==> src/rtl/psg_noise_write_controller_if.sv <==
// psg_noise_write_controller_if: host byte-write port with ready/drop handshake
interface psg_noise_write_controller_if;
  logic       wr;
  logic [7:0] data;
  logic       ready;
  logic       write_dropped;
  modport master (output wr, data, input ready, write_dropped);
  modport slave (input wr, data, output ready, write_dropped);
endinterface

==> src/rtl/psg_noise_write_controller.sv <==
// psg_noise_write_controller: SN76489 noise-channel register write sequencer with busy window
module psg_noise_write_controller #(
  parameter int WRITE_CYCLES    = 32,
  parameter int COUNTER_BITS    = 10,
  parameter bit RESTART_ON_DATA = 1'b1
) (
  input  logic                       clk,
  input  logic                       reset_lfsr,
  psg_noise_write_controller_if.slave bus,
  output logic [2:0]                 noise_control,
  output logic [3:0]                 noise_atten,
  output logic [COUNTER_BITS-1:0]    tone2_freq,
  output logic                       restart_noise
);
  localparam int CW = WRITE_CYCLES > 0 ? $clog2(WRITE_CYCLES + 1) : 1;
  typedef enum logic {IDLE, BUSY} state_t;
  state_t          state, state_n;
  logic [CW-1:0]   count, count_n;
  logic [2:0]      latch_idx, idx;
  logic            accept, latch;
  assign accept    = bus.wr && bus.ready;
  assign latch     = bus.data[7];
  assign idx       = latch ? bus.data[6:4] : latch_idx;
  assign bus.ready = state == IDLE;
  // busy-window state and countdown registers
  always_ff @(posedge clk or posedge reset_lfsr)
    if (reset_lfsr) begin
      state <= IDLE;
      count <= '0;
    end else begin
      state <= state_n;
      count <= count_n;
    end
  // load the window on acceptance, count down while busy
  always_comb begin
    state_n = state;
    count_n = count;
    if (accept && WRITE_CYCLES > 0) begin
      state_n = BUSY;
      count_n = CW'(WRITE_CYCLES);
    end else if (state == BUSY) begin
      count_n = count - 1'b1;
      state_n = count == CW'(1) ? IDLE : BUSY;
    end
  end
  // register file updates, drop pulse and LFSR restart strobe
  always_ff @(posedge clk or posedge reset_lfsr)
    if (reset_lfsr) begin
      bus.write_dropped <= 1'b0;
      restart_noise     <= 1'b0;
      latch_idx         <= 3'b000;
      noise_control     <= 3'b000;
      noise_atten       <= 4'hF;
      tone2_freq        <= '0;
    end else begin
      bus.write_dropped <= bus.wr && !bus.ready;
      restart_noise     <= accept && idx == 3'b110 && (latch || RESTART_ON_DATA);
      if (accept && latch) latch_idx <= bus.data[6:4];
      if (accept && idx == 3'b100)
        tone2_freq <= latch ? {tone2_freq[COUNTER_BITS-1:4], bus.data[3:0]}
                            : COUNTER_BITS'({bus.data[5:0], tone2_freq[3:0]});
      if (accept && idx == 3'b110) noise_control <= bus.data[2:0];
      if (accept && idx == 3'b111) noise_atten <= bus.data[3:0];
    end
endmodule

==> src/flat_wrapper.sv <==
// flat-port wrapper written by rule: the top's interface ports become plain ports
module psg_noise_write_controller_flat 
#(
  parameter int WRITE_CYCLES    = 32,
  parameter int COUNTER_BITS    = 10,
  parameter bit RESTART_ON_DATA = 1'b1
)
  (clk, reset_lfsr, noise_control, noise_atten, tone2_freq, restart_noise, bus_wr, bus_data, bus_ready, bus_write_dropped);
  psg_noise_write_controller_if bus_i ();
  input  logic clk;
  input  logic reset_lfsr;
  output logic [2:0] noise_control;
  output logic [3:0] noise_atten;
  output logic [COUNTER_BITS-1:0] tone2_freq;
  output logic restart_noise;
  input wire logic [$bits(bus_i.wr)-1:0] bus_wr;
  input wire logic [$bits(bus_i.data)-1:0] bus_data;
  output wire logic [$bits(bus_i.ready)-1:0] bus_ready;
  output wire logic [$bits(bus_i.write_dropped)-1:0] bus_write_dropped;
  assign bus_i.wr = bus_wr;
  assign bus_i.data = bus_data;
  assign bus_ready = bus_i.ready;
  assign bus_write_dropped = bus_i.write_dropped;
  psg_noise_write_controller #(.WRITE_CYCLES(WRITE_CYCLES), .COUNTER_BITS(COUNTER_BITS), .RESTART_ON_DATA(RESTART_ON_DATA)) u_core (.clk(clk), .reset_lfsr(reset_lfsr), .bus(bus_i), .noise_control(noise_control), .noise_atten(noise_atten), .tone2_freq(tone2_freq), .restart_noise(restart_noise));
endmodule
==> config.mk <==
export PLATFORM = sky130hd
export DESIGN_NAME = psg_noise_write_controller_flat
export DESIGN_NICKNAME = d
export VERILOG_FILES = /design/src/rtl/psg_noise_write_controller_if.sv /design/src/rtl/psg_noise_write_controller.sv /design/src/flat_wrapper.sv
export SDC_FILE = /design/constraint.sdc
export NUM_CORES = 1
export LEC_CHECK = 0
export BUFFER_PORTS_ARGS = -buffer_cell sky130_fd_sc_hd__buf_2
export CAP_MARGIN = 20
export CORE_MARGIN = 2
export CORE_UTILIZATION = 30
export DETAILED_ROUTE_END_ITERATION = 10
export GPL_TIMING_DRIVEN = 0
export PLACE_DENSITY = 0.58
export SETUP_SLACK_MARGIN = 0.3
export SLEW_MARGIN = 20
export SYNTH_ARGS = -nofsm -noshare
export SYNTH_HDL_FRONTEND = slang
export SYNTH_SLANG_ARGS = --single-unit
==> constraint.sdc <==
create_clock -name clk -period 2.58 [get_ports clk]
set_input_delay 0.516 -clock clk [delete_from_list [all_inputs] [get_ports clk]]
set_output_delay 0.516 -clock clk [all_outputs]
set_load 0.01 [all_outputs]
==> reports/qor.csv <==
metric;value;unit
Antenna diodes;0;
Crit. End Element;register;
Bufs on Longest Clock Path;2;
Seq cells post-synth;29;
multi-input logic area;493;sq um
# rows;23;
Post-Synth XOR/XNOR Area;0.701;%
register area;731;sq um
Achievable Freq;0.610;GHz
Worst Max-Slew Pin Slew;601;ps
CTS tree;done;
Final Hold Fails;0;
Finished Cell Area;1540;sq um
Setup WS post-layout;941;ps
VDD IR max;0.000281;V
Pwr Density;947;nW/um^2
Main synth FF type;dfrtp_1;
CTS resizes;0;
Post-CTS Setup Inserts;0;
most frequent cells in the layout;buf_2, dfrtp_1, mux2_2;
Initial Util;31.2;%
clk_skew;3.39;ps
dpl ws;689;ps
LEAKAGE;0.762;nW
Post-synth EDFFs;0;
Final ANT Viol Nets;0;
max cap viols;0;
status;complete, no violations;
core area;4000;sq um
CP startpoint kind;register;
total CTS buffers;5;
Die Footprint;4700;sq um
syn_nets;105;
crit path DAT;1790;ps
post-synth cell types;31;
H-tree levels;2;
NumNets Final;141;
Post-Syn Area;1250;sq um
placed instance area;1460;sq um
clk_lat worst skew;270;ps
adder-cell share of the synthesized area;2.00;%
final setup TNS;0;ps
Reg clk slew, reported paths;60;ps
Tmin final;1640;ps
clk root buf;clkbuf_8;
number of port buffers;29;
CP max FO;4;
WL per Instance;13.9;microns
initial DRC count;26;
Post-CTS Hold Buffers;0;
Cells after Synth;92;
die width;68.6;microns
Total Routing Usage GR;12.4;%
Post-Synth Simple-Gate Area;10.2;%
Die Y;68.6;microns
mux cell area share after synthesis;18.8;%
post-synthesis sequential area ratio;58.5;%
Placer Congestion;0.687;
antenna violations before repair;0;
vias per cell;4.76;
relative slew slack;59.9;%
Post-synth ARST share;100;%
FILL cells;413;
Num Clock Sinks;29;
Post-Route WL;2.48;mm
CP Buf/Inv Count;0;
syn_area_per_cell;13.6;sq um
worst path required time;2730;ps
Hold/Removal Path Class;input pin to asynchronous set/reset pin;
worst path cell trace;or3b_4 -> a211oi_4 -> mux2_1;
total number of vias;852;
warnings from Yosys;0;
commonest non-fill, non-tap cell in the layout;buf_2;
Final period util;63.5;%
P&R area growth vs syn;23.0;%
layout cells sized above 1;46.5;%
slowest cell on the critical path;dfrtp_1;
DP HPWL;1.84;mm
Top delay family on crit path;flip-flops;
vias in the first global route;844;
unrepaired setup endpoints after global routing;no;
Synth Area in Compound Gates;7.71;%
GRT Residual Overflow;0;
largest net degree at the start of global routing;30;
first-pass GRT wire length;4.08;mm
largest family of logic cells by synthesized area;multiplexers;
number of slew-limit violations in the final report;0;
setup violators final;0;
slowest cell delay on critical path;410;ps
DRT Pass-1 Iters;4;
Crit Path Class;register to register;
I/O pin cnt;31;
Residual DRC;0;
## cell usage after synthesis (2+ instances only)
library cell | number | share of area, %
nor2_1 | 3 | 0.90
mux2_2 | 17 | 15
nor2b_1 | 2 | 1.0
nand2_1 | 6 | 1.8
dfrtp_1 | 25 | 50
dfstp_2 | 4 | 8.4
inv_1 | 4 | 1.2
ha_1 | 2 | 2.0
mux2_1 | 3 | 2.7
nand3b_1 | 2 | 1.2
o21ai_0 | 4 | 1.6
## metrics by stage
stage | util, % | total power, W | hold WS, ps | instances
finish | 38.4 | 0.00146 | 311 | 179
global placement | 36.4 | 0.00109 | 466 | 171
floorplan | - | 0.000969 | 458 | 92
CTS | 38.4 | 0.00148 | 494 | 179
global route | 38.4 | 0.00157 | 345 | 179
detailed placement | 36.4 | 0.00112 | 471 | 171
## cell families (layout without fill, tap and decap cells)
group,Yosys count,count (layout)
DFF,29,29
and+or+nand+nor,22,22
muxes,21,21
AOI/OAI and AO/OA,12,12
buffers and inverters,5,42
adders and majority gates,2,2
xor gates and xnor gates,1,1
## worst register-to-register path, stage by stage (launching register included)
cell      delay, ps
dfrtp_1         410
or3b_4          400
a211oi_4        350
mux2_1          370
## state kept, by name, indices dropped and copies added (netlist names)
register,cells
u_core.tone2_freq,10
u_core.bus.write_dropped,1
u_core.noise_atten,4
u_core.count,6
u_core.latch_idx,3
u_core.state,1
u_core.restart_noise,1
u_core.noise_control,3
## path summary, 6_finish.rpt
path                                              start                       to  slack (ps)  cells past startpoint
worst max-delay path                u_core.latch_idx[0]  u_core.noise_control[0]         940                      3
worst min-delay path                         reset_lfsr     u_core.tone2_freq[2]         310                      2
worst max register to register      u_core.latch_idx[0]  u_core.noise_control[0]         940                      3
worst min register to register  u_core.noise_control[2]  u_core.noise_control[2]         490                      1
max in group asynchronous                    reset_lfsr      u_core.latch_idx[1]        1880                      2
min in group clk                u_core.noise_control[2]  u_core.noise_control[2]         490                      1
## cell type report
cell class,instances,area share [%]
timing repair buffer,29,9.44
clock buffer,8,5.21
multi-input combinational,58,32.1
sequential,29,47.5
inverter,4,0.976
tap,50,4.07
buffer,1,0.732
## per-layer routing
metal / share of wire [%] / GRT usage (%)
met1: 43 / 13.5
met2: 49 / 20.6
met3: 6.7 / 5.36
met4: 0.64 / 6.00
met5: 0 / 0
## where the power goes
| part | leakage, nW | internal [W] | total [W] | switching (W) |
|---|---|---|---|---|
| Clock | 0.0395 | 0.000191 | 0.000347 | 0.000156 |
| Combinational | 0.358 | 0.000201 | 0.000396 | 0.000195 |
| Sequential | 0.364 | 0.000603 | 0.000712 | 0.000109 |
| Total | 0.762 | 0.000995 | 0.00146 | 0.000460 |
Power figures use the tool's default switching activity.
